[src/rtl/lfsr_cipher_pkg.sv]
// Shared definitions for the LFSR stream cipher (encrypt and decrypt sides).
// Keystream width, reload seed, feedback taps and receive FSM states.
package lfsr_cipher_pkg;

  localparam int LFSR_W = 16;

  localparam logic [0:LFSR_W-1] SEED = 16'b1010110011100001;

  localparam int TAP_A = 10;
  localparam int TAP_B = 12;
  localparam int TAP_C = 13;
  localparam int TAP_D = 15;

  typedef enum logic {
    WAIT_SYNC = 1'b0,
    RUN       = 1'b1
  } rx_state_t;

  function automatic logic [0:LFSR_W-1] lfsr_next(
    input logic [0:LFSR_W-1] s
  );
    logic fb;
    fb = s[TAP_A] ^ s[TAP_B] ^ s[TAP_C] ^ s[TAP_D];
    return {fb, s[0:LFSR_W-2]};
  endfunction

endpackage

[src/rtl/lfsr_keystream.sv]
// Keystream generator: reloadable 16-bit LFSR, key bit taken before the step.
// Load has priority over step.
module lfsr_keystream
  import lfsr_cipher_pkg::*;
#(
  parameter logic [0:LFSR_W-1] SEED_VAL = SEED
) (
  input  logic              clock,
  input  logic              n_reset,
  input  logic              load,
  input  logic              step,
  output logic              key_bit,
  output logic [0:LFSR_W-1] state
);

  always_ff @(posedge clock or negedge n_reset) begin
    if (!n_reset) begin
      state <= SEED_VAL;
    end else if (load) begin
      state <= SEED_VAL;
    end else if (step) begin
      state <= lfsr_next(state);
    end
  end

  assign key_bit = state[LFSR_W-1];

endmodule

[src/rtl/lfsr_decrypt_rx.sv]
// Receive-side stream decryptor: strips the LFSR keystream from the
// serial link and delivers LSB-first bytes over valid/ready.
module lfsr_decrypt_rx
  import lfsr_cipher_pkg::*;
#(
  parameter logic [0:LFSR_W-1] SEED   = lfsr_cipher_pkg::SEED,
  parameter int                BYTE_W = 8
) (
  input  logic              clock,
  input  logic              n_reset,
  input  logic              resync,
  input  logic              bit_in,
  input  logic              bit_valid,
  output logic [BYTE_W-1:0] byte_out,
  output logic              byte_valid,
  input  logic              byte_ready,
  output logic              overrun,
  output logic              locked
);

  localparam int CNT_W = (BYTE_W > 1) ? $clog2(BYTE_W) : 1;
  localparam logic [CNT_W-1:0] CNT_LAST = CNT_W'(BYTE_W - 1);

  rx_state_t state_q;
  rx_state_t state_d;

  logic [CNT_W-1:0]  count;
  logic [BYTE_W-1:0] shreg;
  logic [BYTE_W-1:0] next_word;
  logic              key_bit;
  logic              plain;
  logic              accept;
  logic              byte_done;
  logic              take;
  logic [0:LFSR_W-1] ks_state;

  lfsr_keystream #(
    .SEED_VAL (SEED)
  ) u_ks (
    .clock   (clock),
    .n_reset (n_reset),
    .load    (resync),
    .step    (accept),
    .key_bit (key_bit),
    .state   (ks_state)
  );

  always_ff @(posedge clock or negedge n_reset) begin
    if (!n_reset) begin
      state_q <= WAIT_SYNC;
    end else begin
      state_q <= state_d;
    end
  end

  always_comb begin
    state_d = state_q;
    unique case (1'b1)
      (state_q == WAIT_SYNC): if (resync) state_d = RUN;
      (state_q == RUN):       state_d = RUN;
    endcase
  end

  always_comb begin
    locked = (state_q == RUN);
  end

  // resync beats a coincident bit; that bit never touches the keystream
  assign accept    = locked && bit_valid && !resync;
  assign plain     = bit_in ^ key_bit;
  assign byte_done = accept && (count == CNT_LAST);
  assign take      = !byte_valid || byte_ready;

  always_comb begin
    next_word        = shreg;
    next_word[count] = plain;
  end

  always_ff @(posedge clock or negedge n_reset) begin
    if (!n_reset) begin
      count <= '0;
      shreg <= '0;
    end else if (resync) begin
      count <= '0;
      shreg <= '0;
    end else if (accept) begin
      if (byte_done) begin
        count <= '0;
        shreg <= '0;
      end else begin
        count <= count + 1'b1;
        shreg <= next_word;
      end
    end
  end

  // Single-entry hold buffer; a byte arriving while full is dropped
  always_ff @(posedge clock or negedge n_reset) begin
    if (!n_reset) begin
      byte_out   <= '0;
      byte_valid <= 1'b0;
      overrun    <= 1'b0;
    end else if (resync) begin
      byte_valid <= 1'b0;
      overrun    <= 1'b0;
    end else if (byte_done) begin
      if (take) begin
        byte_out   <= next_word;
        byte_valid <= 1'b1;
      end else begin
        overrun <= 1'b1;
      end
    end else if (byte_valid && byte_ready) begin
      byte_valid <= 1'b0;
    end
  end

endmodule

[config.mk]
export PLATFORM = sky130hd
export DESIGN_NAME = lfsr_decrypt_rx
export DESIGN_NICKNAME = d
export VERILOG_FILES = /design/src/rtl/lfsr_cipher_pkg.sv /design/src/rtl/lfsr_keystream.sv /design/src/rtl/lfsr_decrypt_rx.sv
export SDC_FILE = /design/constraint.sdc
export NUM_CORES = 1
export LEC_CHECK = 0
export CORE_ASPECT_RATIO = 1.1
export CORE_MARGIN = 2
export CORE_UTILIZATION = 55
export CTS_CLUSTER_DIAMETER = 200
export CTS_CLUSTER_SIZE = 40
export DETAILED_ROUTE_END_ITERATION = 10
export PLACE_DENSITY = 0.88
export RECOVER_POWER = 25
export SYNTH_ARGS = -nofsm -noshare
export SYNTH_HDL_FRONTEND = slang
export SYNTH_SLANG_ARGS = --single-unit
[constraint.sdc]
create_clock -name clock -period 1.6 [get_ports clock]
set_input_delay 0.32 -clock clock [delete_from_list [all_inputs] [get_ports clock]]
set_output_delay 0.32 -clock clock [all_outputs]
set_load 0.005 [all_outputs]
-- Word-level counts from Yosys, hierarchy flattened
Index checks and enable logic that the tools add are counted.
- bits in registers: 38
- output and inout port bits: 11
- word-level logic and storage cells: 53
- $add $sub $neg: 1
- $lt $le $gt $ge: 2
- eq/ne operators: 3
- multiplexer cells: 20
- bitwise operators: 6
- reduce and logical (&&, ||, !) cells: 14
- operators by type and width (operator ; count):
    two-way mux 16 bit ; 2
    two-way mux 8 bit ; 3
    two-way mux 1 bit ; 9
    two-way mux 3 bit ; 3
    bitwise mux 8 bit ; 1
    logical AND 1 bit ; 5
    less-than comparator 3 x 4 -> 1 bit (second input constant) ; 1
    AND reduction 2 bit ; 2
    nonzero test 2 bit ; 2
    bitwise XOR 1 bit ; 4
    adder 3 x 1 -> 3 bit (second input constant) ; 1
    demux 1 bit (select 3 bit) ; 1
    equality test 3 bit (second input constant) ; 1
    >= comparator 3 x 1 -> 1 bit (second input constant) ; 1
    != test 3 x 2 -> 1 bit (second input constant) ; 1
    AND reduction 3 bit ; 1
    nonzero test 3 bit ; 1
    logical NOT 1 bit ; 2
    != test 2 bit (second input constant) ; 1
    inverter 1 bit ; 2
    case mux 1 bit (2 select lines) ; 1
    logical OR 1 bit ; 1

-- Logic depth before layout (Yosys ltp)
Gate-level depths: netlist (run 1).
- depth after elaboration: 8
- mapped depth: 5
- gate-level depth less buffers: 4

-- Hierarchy
Synthesis (run 1) repeated with hierarchy kept, for this count alone.
- cells, all modules: 149
- area total of the unflattened synthesis: 1725.4 um2
- modules (own cells, without submodules) (module ; instances ; cells each ; area each (um2) ; sequential area each (um2)):
    lfsr_decrypt_rx ; 1 ; 93 ; 1028.5 ; 550.5
    lfsr_keystream ; 1 ; 56 ; 696.9 ; 410.4

-- Worst setup path before layout (run 1)
No wires, ideal clock.
- kind: reg2reg
- start point: reg u_ks.state[15] (netlist name)
- end point: reg shreg[1]
- arrival: 1.186 ns
- setup slack: 0.331 ns
- stages on the path, launching flop included: 4
- buffers on the path: 0
- period minus slack after synthesis: 1.269 ns
- cell sequence: dfstp_2 xor2_1 mux2i_1 o21ai_0
- cells in the longest elaborated chain, start to end: 5
- ends and longest elaborated chain (element ; line ; RTL):
    from (decl) ; lfsr_keystream.sv:13 ; output logic [0:LFSR_W-1] state
    from (signal assigned) ; lfsr_keystream.sv:22 ; state <= lfsr_next(state);
    bitwise XOR 1 bit ; lfsr_decrypt_rx.sv:70 ; assign plain = bit_in ^ key_bit;
    bitwise mux 8 bit ; lfsr_decrypt_rx.sv:76 ; next_word[count] = plain;
    two-way mux 8 bit ; lfsr_decrypt_rx.sv:87 ; if (byte_done) begin
    two-way mux 8 bit ; lfsr_decrypt_rx.sv:86 ; end else if (accept) begin
    two-way mux 8 bit ; lfsr_decrypt_rx.sv:83 ; end else if (resync) begin
    to (signal assigned) ; lfsr_decrypt_rx.sv:92 ; shreg <= next_word;
    to (decl) ; lfsr_decrypt_rx.sv:28 ; logic [BYTE_W-1:0] shreg;
Every way passes these cells. The select of a mux whose other input is x is not followed.
A chain may end at the register's enable or synchronous reset.

-- Worst setup path in the final report (run 1)
- start point: reg byte_out[2]
- end point: out byte_out[2]
- RTL lines (element ; line ; RTL):
    from (decl) ; lfsr_decrypt_rx.sv:14 ; output logic [BYTE_W-1:0] byte_out,
    from (signal assigned) ; lfsr_decrypt_rx.sv:108 ; byte_out <= next_word;
No word-level cell between the ends.

==> results of run 1 <==
==> cell usage after synthesis (2+ instances only) <==
| cell | number | area share |
|---|---|---|
| a22o_1 | 9 | 0.049 |
| buf_2 | 5 | 0.015 |
| dfrtp_1 | 30 | 0.46 |
| dfstp_2 | 8 | 0.13 |
| ha_1 | 2 | 0.015 |
| inv_1 | 10 | 0.023 |
| mux2i_1 | 16 | 0.099 |
| nand2_1 | 11 | 0.025 |
| nand2b_1 | 2 | 0.0077 |
| nand3b_1 | 4 | 0.019 |
| nor3b_1 | 3 | 0.014 |
| o21ai_0 | 11 | 0.034 |
| o22a_1 | 7 | 0.038 |
| xor2_1 | 3 | 0.016 |
==> sequential cells by signal, indices dropped and copies added, names as in the netlist <==
name,count
shreg,8
byte_valid,1
overrun,1
locked,1
count,3
u_ks.state,16
byte_out,8
==> cell type report <==
type | instances | area (um2)
fill | 200 | 822
clock buffer | 6 | 51.3
multi-input combinational | 79 | 592
inverter | 10 | 37.5
sequential | 38 | 961
tap | 33 | 41.3
timing repair buffer | 26 | 260
clock inverter | 2 | 12.5
==> metrics by stage <==
step	total power [uW]	setup WS [ns]	utilization	setup TNS, ns
floorplan	1140	0.331	-	0
global placement	1210	-0.0800	0.677	-0.833
detailed placement	1220	-0.274	0.677	-2.82
CTS	1760	0.0381	0.706	0
global route	1800	0.00513	0.704	0
finish	1740	0.0438	0.704	0
==> tightest hold or removal path, stage by stage, from the launching register on <==
cell	delay, ns
dfrtp_1	0.37
nand2_1	0.05
o21ai_0	0.06
==> layout by cell type (no fill, tap or decap), types with 2 or more instances in the layout <==
| master | count |
|---|---|
| buf_12 | 2 |
| clkbuf_4 | 5 |
| xor2_1 | 2 |
| nor3b_1 | 3 |
| o21ai_0 | 11 |
| ha_1 | 2 |
| a22o_1 | 9 |
| inv_1 | 10 |
| nand2b_1 | 2 |
| nand2_1 | 11 |
| dfrtp_1 | 30 |
| clkdlybuf4s50_1 | 14 |
| nand3b_1 | 4 |
| mux2i_1 | 16 |
| o22a_1 | 7 |
| buf_4 | 7 |
| dfstp_2 | 8 |
==> power breakdown <==
group	leakage [uW]	total, uW	switching [uW]	internal, uW
clock network	0.0000343	542	331	211
registers	0.000449	1030	25.3	1010
logic	0.000399	166	90.4	76.1
total	0.000882	1740	446	1300
==> path summary, 6_finish.rpt <==
| path | start | end | cells past startpoint |
|---|---|---|---|
| min | shreg[5]$_DFFE_PN0P_ | shreg[5]$_DFFE_PN0P_ | 2 |
| min in group asynchronous | n_reset | byte_out[0]$_DFFE_PN0P_ | 2 |
| max in group asynchronous | n_reset | u_ks.state[7]$_DFFE_PN0P_ | 2 |
| min reg2reg | shreg[5]$_DFFE_PN0P_ | shreg[5]$_DFFE_PN0P_ | 2 |
| max | byte_out[2]$_DFFE_PN0P_ | byte_out[2] | 1 |
| max reg2reg | count[0]$_DFFE_PN0P_ | count[0]$_DFFE_PN0P_ | 4 |
==> layer usage <==
layer	vias to the layer above	wire length, um
met5	-	0
met4	0	87
met3	12	122
met2	31	1580
met1	532	1230
li1	515	-
==> cells by family after synthesis <==
family          count (synthesis)  synth area share
mux                            16            0.0987
buf+inv                        17            0.0478
compound gates                 31             0.137
flops                          38             0.592
xor+xnor                        4            0.0216
fa+ha+maj                       2            0.0154
simple gates                   26            0.0871
==> repair_timing <==
| item | 4_1_cts | 5_1_grt |
|---|---|---|
| endpoints found under the setup margin | 5 | 1 |
| resized for setup | 1 | 1 |
| pin swaps | 0 | 0 |
| buffers inserted | 1 | 1 |
==> flow_metrics.tcl, run 1 <==
set metrics [dict create \
    status "finished clean" \
    netlist_area_um2 1620 \
    grt_max_degree 39 \
    worst_pin_slew_ns 0.890 \
    grt_use_total 0.206 \
    hold_path_class "flop to flop" \
    crit_buf_inv 1 \
    core_area_um2 2780 \
    p_per_area_nw_per_um2 890 \
    dieArea_um2 3400 \
    met1_usage 0.224 \
    holdWs_ns 0.507 \
    post-route-drc-count 0 \
    synth_cell_types 27 \
    cp.required_ns 1.28 \
    syn2layout_area_growth_pct 20.5 \
    first_iter_violations 19 \
    hold_buffers 0 \
    hold_violations 0 \
    dp_hpwl_mm 2.03 \
    crit_path_max_incr_delay_ns 0.50 \
    slew_violations 0 \
    drv_cap 0 \
    async_reset_ff_frac 1.00 \
    crit_type "flop to output pin" \
    place_area_um2 1880 \
    grt_first_pass_wirelength_mm 5.13 \
    max_slew_margin 0.407 \
    syn_inst 134 \
    antenna_found_initial 0 \
    ys_seq_elements 38 \
    skew_ns 0.0166 \
    fp.dieW_um 55.8 \
    grt_pass1_vias 1143 \
    initial_core_util 0.584 \
    yosys_warnings 0 \
    dpl.cell_count 184 \
    gr-usage-met2 0.376 \
    cts_root_buf "clkbuf_4" \
    clock_latency_ns 0.36 \
    vias_per_cell 5.62 \
    wl_per_cell_um 15.6 \
    ir_drop_mv 0.654 \
    row_count 20 \
    top_usage_layer "met2" \
    fin_crit_sh 0.973 \
    detail-route-antenna-nets 0 \
    avgSynthCellArea_um2 12.1 \
    leakage_uw 0.000882 \
    rsz0062_at_grt "false" \
    synth_edf_count 0 \
    die_h_um 61.0 \
    path_cells "clkdlybuf4s50_1" \
    clock_sinks 38 \
    syn_nets 142 \
    final.min_clock_period_ns 1.56 \
    slowest_stage "clkdlybuf4s50_1" \
    ys_seq_area_frac 0.592 \
    grt_use_met3 0.0448 \
    cts_max_level 2 \
    cp-start-kind "flop" \
    design_area_um2 1960 \
    routed_wl_mm 3.02 \
    firstDrtPassIters 4 \
    setup_viol 0 \
    critPathTopFamily "buffers and inverters" \
    clk_pin_slew_worst_paths_ns 0.12 \
    critPathCaptureType "output pin" \
    portBuffers 16 \
    reg2reg_slack_ns 0.11 \
    layout-drive-gt1-share 0.180 \
    vias 1090 \
    crit_fanout 2 \
    cts_buffer_depth 2 \
    stdcell_count 194 \
    antenna_cells 0 \
    max_freq_mhz 643 \
    cts_buffers 5 \
    ys_dominant_reg_cell "dfrtp_1" \
    boundaryPins 17 \
    crit_arrival_ns 1.24 \
    nets 168 \
    grt.overflow.total 0 \
    cts_tree "built" \
    gp_congestion 0.739 \
]
(Power assumes the default switching activity.)
==> inputs of run 2 (changes only) <==
- ABC_AREA: default -> 1
- CORE_UTILIZATION: 55 -> 56
==> run 2 against run 1 <==
  * Area after synthesis up 11%
  * Sequential share of layout area down 3.3 points
  * Design area up 7.2%
==> flow_metrics.tcl, run 2 <==
set metrics [dict create \
    slew_violations 0 \
    cts_buffers 5 \
    final_cell_mix "nand2_1 (89), dfrtp_1 (30), inv_1 (23)" \
    top_regs "u_ks.state: 16 flops, byte_out: 8 flops, shreg: 8 flops" \
    grt.overflow.total 0 \
    hold_violations 0 \
    detail-route-antenna-nets 0 \
    synth_cell_types 24 \
    hold_path_class "input pin to async pin" \
    avgSynthCellArea_um2 8.74 \
    clk_pin_slew_worst_paths_ns 0.11 \
    antenna_found_initial 0 \
    cp-start-kind "flop" \
    cts_tree "built" \
    final.min_clock_period_ns 1.55 \
    status "finished clean" \
    r2r_start "count[1]$_DFFE_PN0P_" \
    syn2layout_area_growth_pct 15.8 \
    grt_use_total 0.215 \
    crit_fanout 2 \
    wl_per_cell_um 12.5 \
    post-route-drc-count 0 \
    syn_nets 215 \
    post-route-worst-setup-slack_ns 0.0528 \
    layout-drive-gt1-share 0.203 \
    nets 243 \
    firstDrtPassIters 4 \
    yosys_warnings 0 \
    reg2reg_slack_ns 0.11 \
    critPathTopFamily "buffers and inverters" \
    synth_area_leader_cell "dfrtp_1" \
    critPathCaptureType "output pin" \
    leakage_uw 0.00109 \
    ys_dominant_reg_cell "dfrtp_1" \
    synth_common_cells "nand2_1 (89), dfrtp_1 (30), inv_1 (23)" \
    vias 1401 \
    dieArea_um2 3700 \
    drv_cap 0 \
    tns_ns 0 \
    largest_register_ffs 16 \
    dp_slack_ns 0.00265 \
    crit_path_max_incr_delay_ns 0.51 \
    ys_seq_elements 38 \
    grt_pass1_vias 1409 \
    fin_crit_sh 0.967 \
    slowest_stage "clkdlybuf4s50_1" \
    die_h_um 63.6 \
    boundaryPins 17 \
    gp_congestion 0.834 \
    max_freq_mhz 646 \
    cp.required_ns 1.28 \
    fp.dieW_um 58.2 \
    max_slew_margin 0.395 \
    p_per_area_nw_per_um2 814 \
    async_reset_ff_frac 1.00 \
    synth_most_common_cell "nand2_1" \
    worst_pin_slew_ns 0.907 \
    portBuffers 16 \
    core_area_um2 3070 \
    antenna_cells 0 \
    hold_buffers 0 \
    row_count 21 \
    synth_edf_count 0 \
    syn_inst 207 \
    synth_area_leaders "dfrtp_1 (41%), nand2_1 (18%), dfstp_2 (12%)" \
    dp_hpwl_mm 2.45 \
    crit_buf_inv 1 \
    vias_per_cell 5.19 \
    path_cells "clkdlybuf4s50_1" \
    cts_setup_buffers 0 \
    rsz0062_at_grt "false" \
    top_register "u_ks.state" \
    crit_type "flop to output pin" \
    holdWs_ns 0.162 \
    grt_first_pass_wirelength_mm 6.04 \
    ir_drop_mv 0.552 \
    fillers 234 \
    cts_buffer_depth 2 \
    setup_viol 0 \
    yosysTopAreaCellShare 0.415 \
    cts_max_level 2 \
    postCtsResizedCells 0 \
    r2r-end "byte_out[5]$_DFFE_PN0P_" \
    first_iter_violations 43 \
    initial_core_util 0.589 \
    rr_worst_depth 6 \
    cts_root_buf "clkbuf_4" \
    netlist_area_um2 1810 \
    skew_ns 0.00706 \
    clock_latency_ns 0.35 \
    ys_seq_area_frac 0.531 \
    grt_max_degree 39 \
    clock_sinks 38 \
    final_common_cell "nand2_1" \
    crit_arrival_ns 1.23 \
    routed_wl_mm 3.37 \
]
==> run 2: changes by cell type in the layout (fill, tap and decap cells not counted), moves of 4 or more <==
cell      change
o22ai_1       +7
nand2_1      +78
a22oi_2       +7
nand2_2       +6
nand3b_1      -4
o22a_1        -7
o21ai_0       -6
a22o_1        -9
nor2_1        +6
mux2i_1      -16
inv_1        +13
==> run 2: cells by family after synthesis <==
kind of cell    after synthesis  synth area share
simple gates                109             0.261
buf+inv                      32            0.0809
flops                        38             0.531
compound gates               26             0.113
fa+ha+maj                     2            0.0138
==> run 2: metrics by stage <==
stage / utilization / power (uW) / cells / cell area (um2)
2_1_floorplan: - / 1170 / 207 / 1810
3_3_place_gp: 0.664 / 1240 / 261 / 2040
3_5_place_dp: 0.664 / 1250 / 261 / 2040
4_1_cts: 0.680 / 1720 / 269 / 2090
5_1_grt: 0.682 / 1780 / 270 / 2100
6_report: 0.682 / 1710 / 270 / 2100
==> run 2: cell type report <==
cell class,count,area (um2),share of cell area
sequential,38,961,0.459
multi-input combinational,137,702,0.335
tap,34,42.5,0.0203
inverter,29,116,0.0555
timing repair buffer,24,225,0.107
clock buffer,8,48.8,0.0233
==> run 2: layer usage <==
| metal | share of wire | global-route usage |
|---|---|---|
| met5 | 0 | 0 |
| met2 | 0.50 | 0.362 |
| met4 | 0.019 | 0.113 |
| met1 | 0.44 | 0.255 |
| met3 | 0.035 | 0.0431 |
==> run 2: how the worst max path moves through the flow <==
stage / from / endpoint / slack (ns) / cells past startpoint
CTS: locked$_DFF_PN0_ / locked / 0.03 / 1
finish: byte_out[5]$_DFFE_PN0P_ / byte_out[5] / 0.05 / 1
floorplan: count[0]$_DFFE_PN0P_ / byte_out[0]$_DFFE_PN0P_ / 0.20 / 6
detailed placement: resync / byte_out[5]$_DFFE_PN0P_ / 0.003 / 6
global placement: bit_valid / byte_out[5]$_DFFE_PN0P_ / 0.07 / 7
global route: count[1]$_DFFE_PN0P_ / byte_out[4]$_DFFE_PN0P_ / 0.003 / 6
==> run 2: where the power goes <==
part / internal [uW] / switching, uW
sequential: 1010 / 16.8
combinational: 73.1 / 133
clock: 175 / 302
total: 1250 / 451
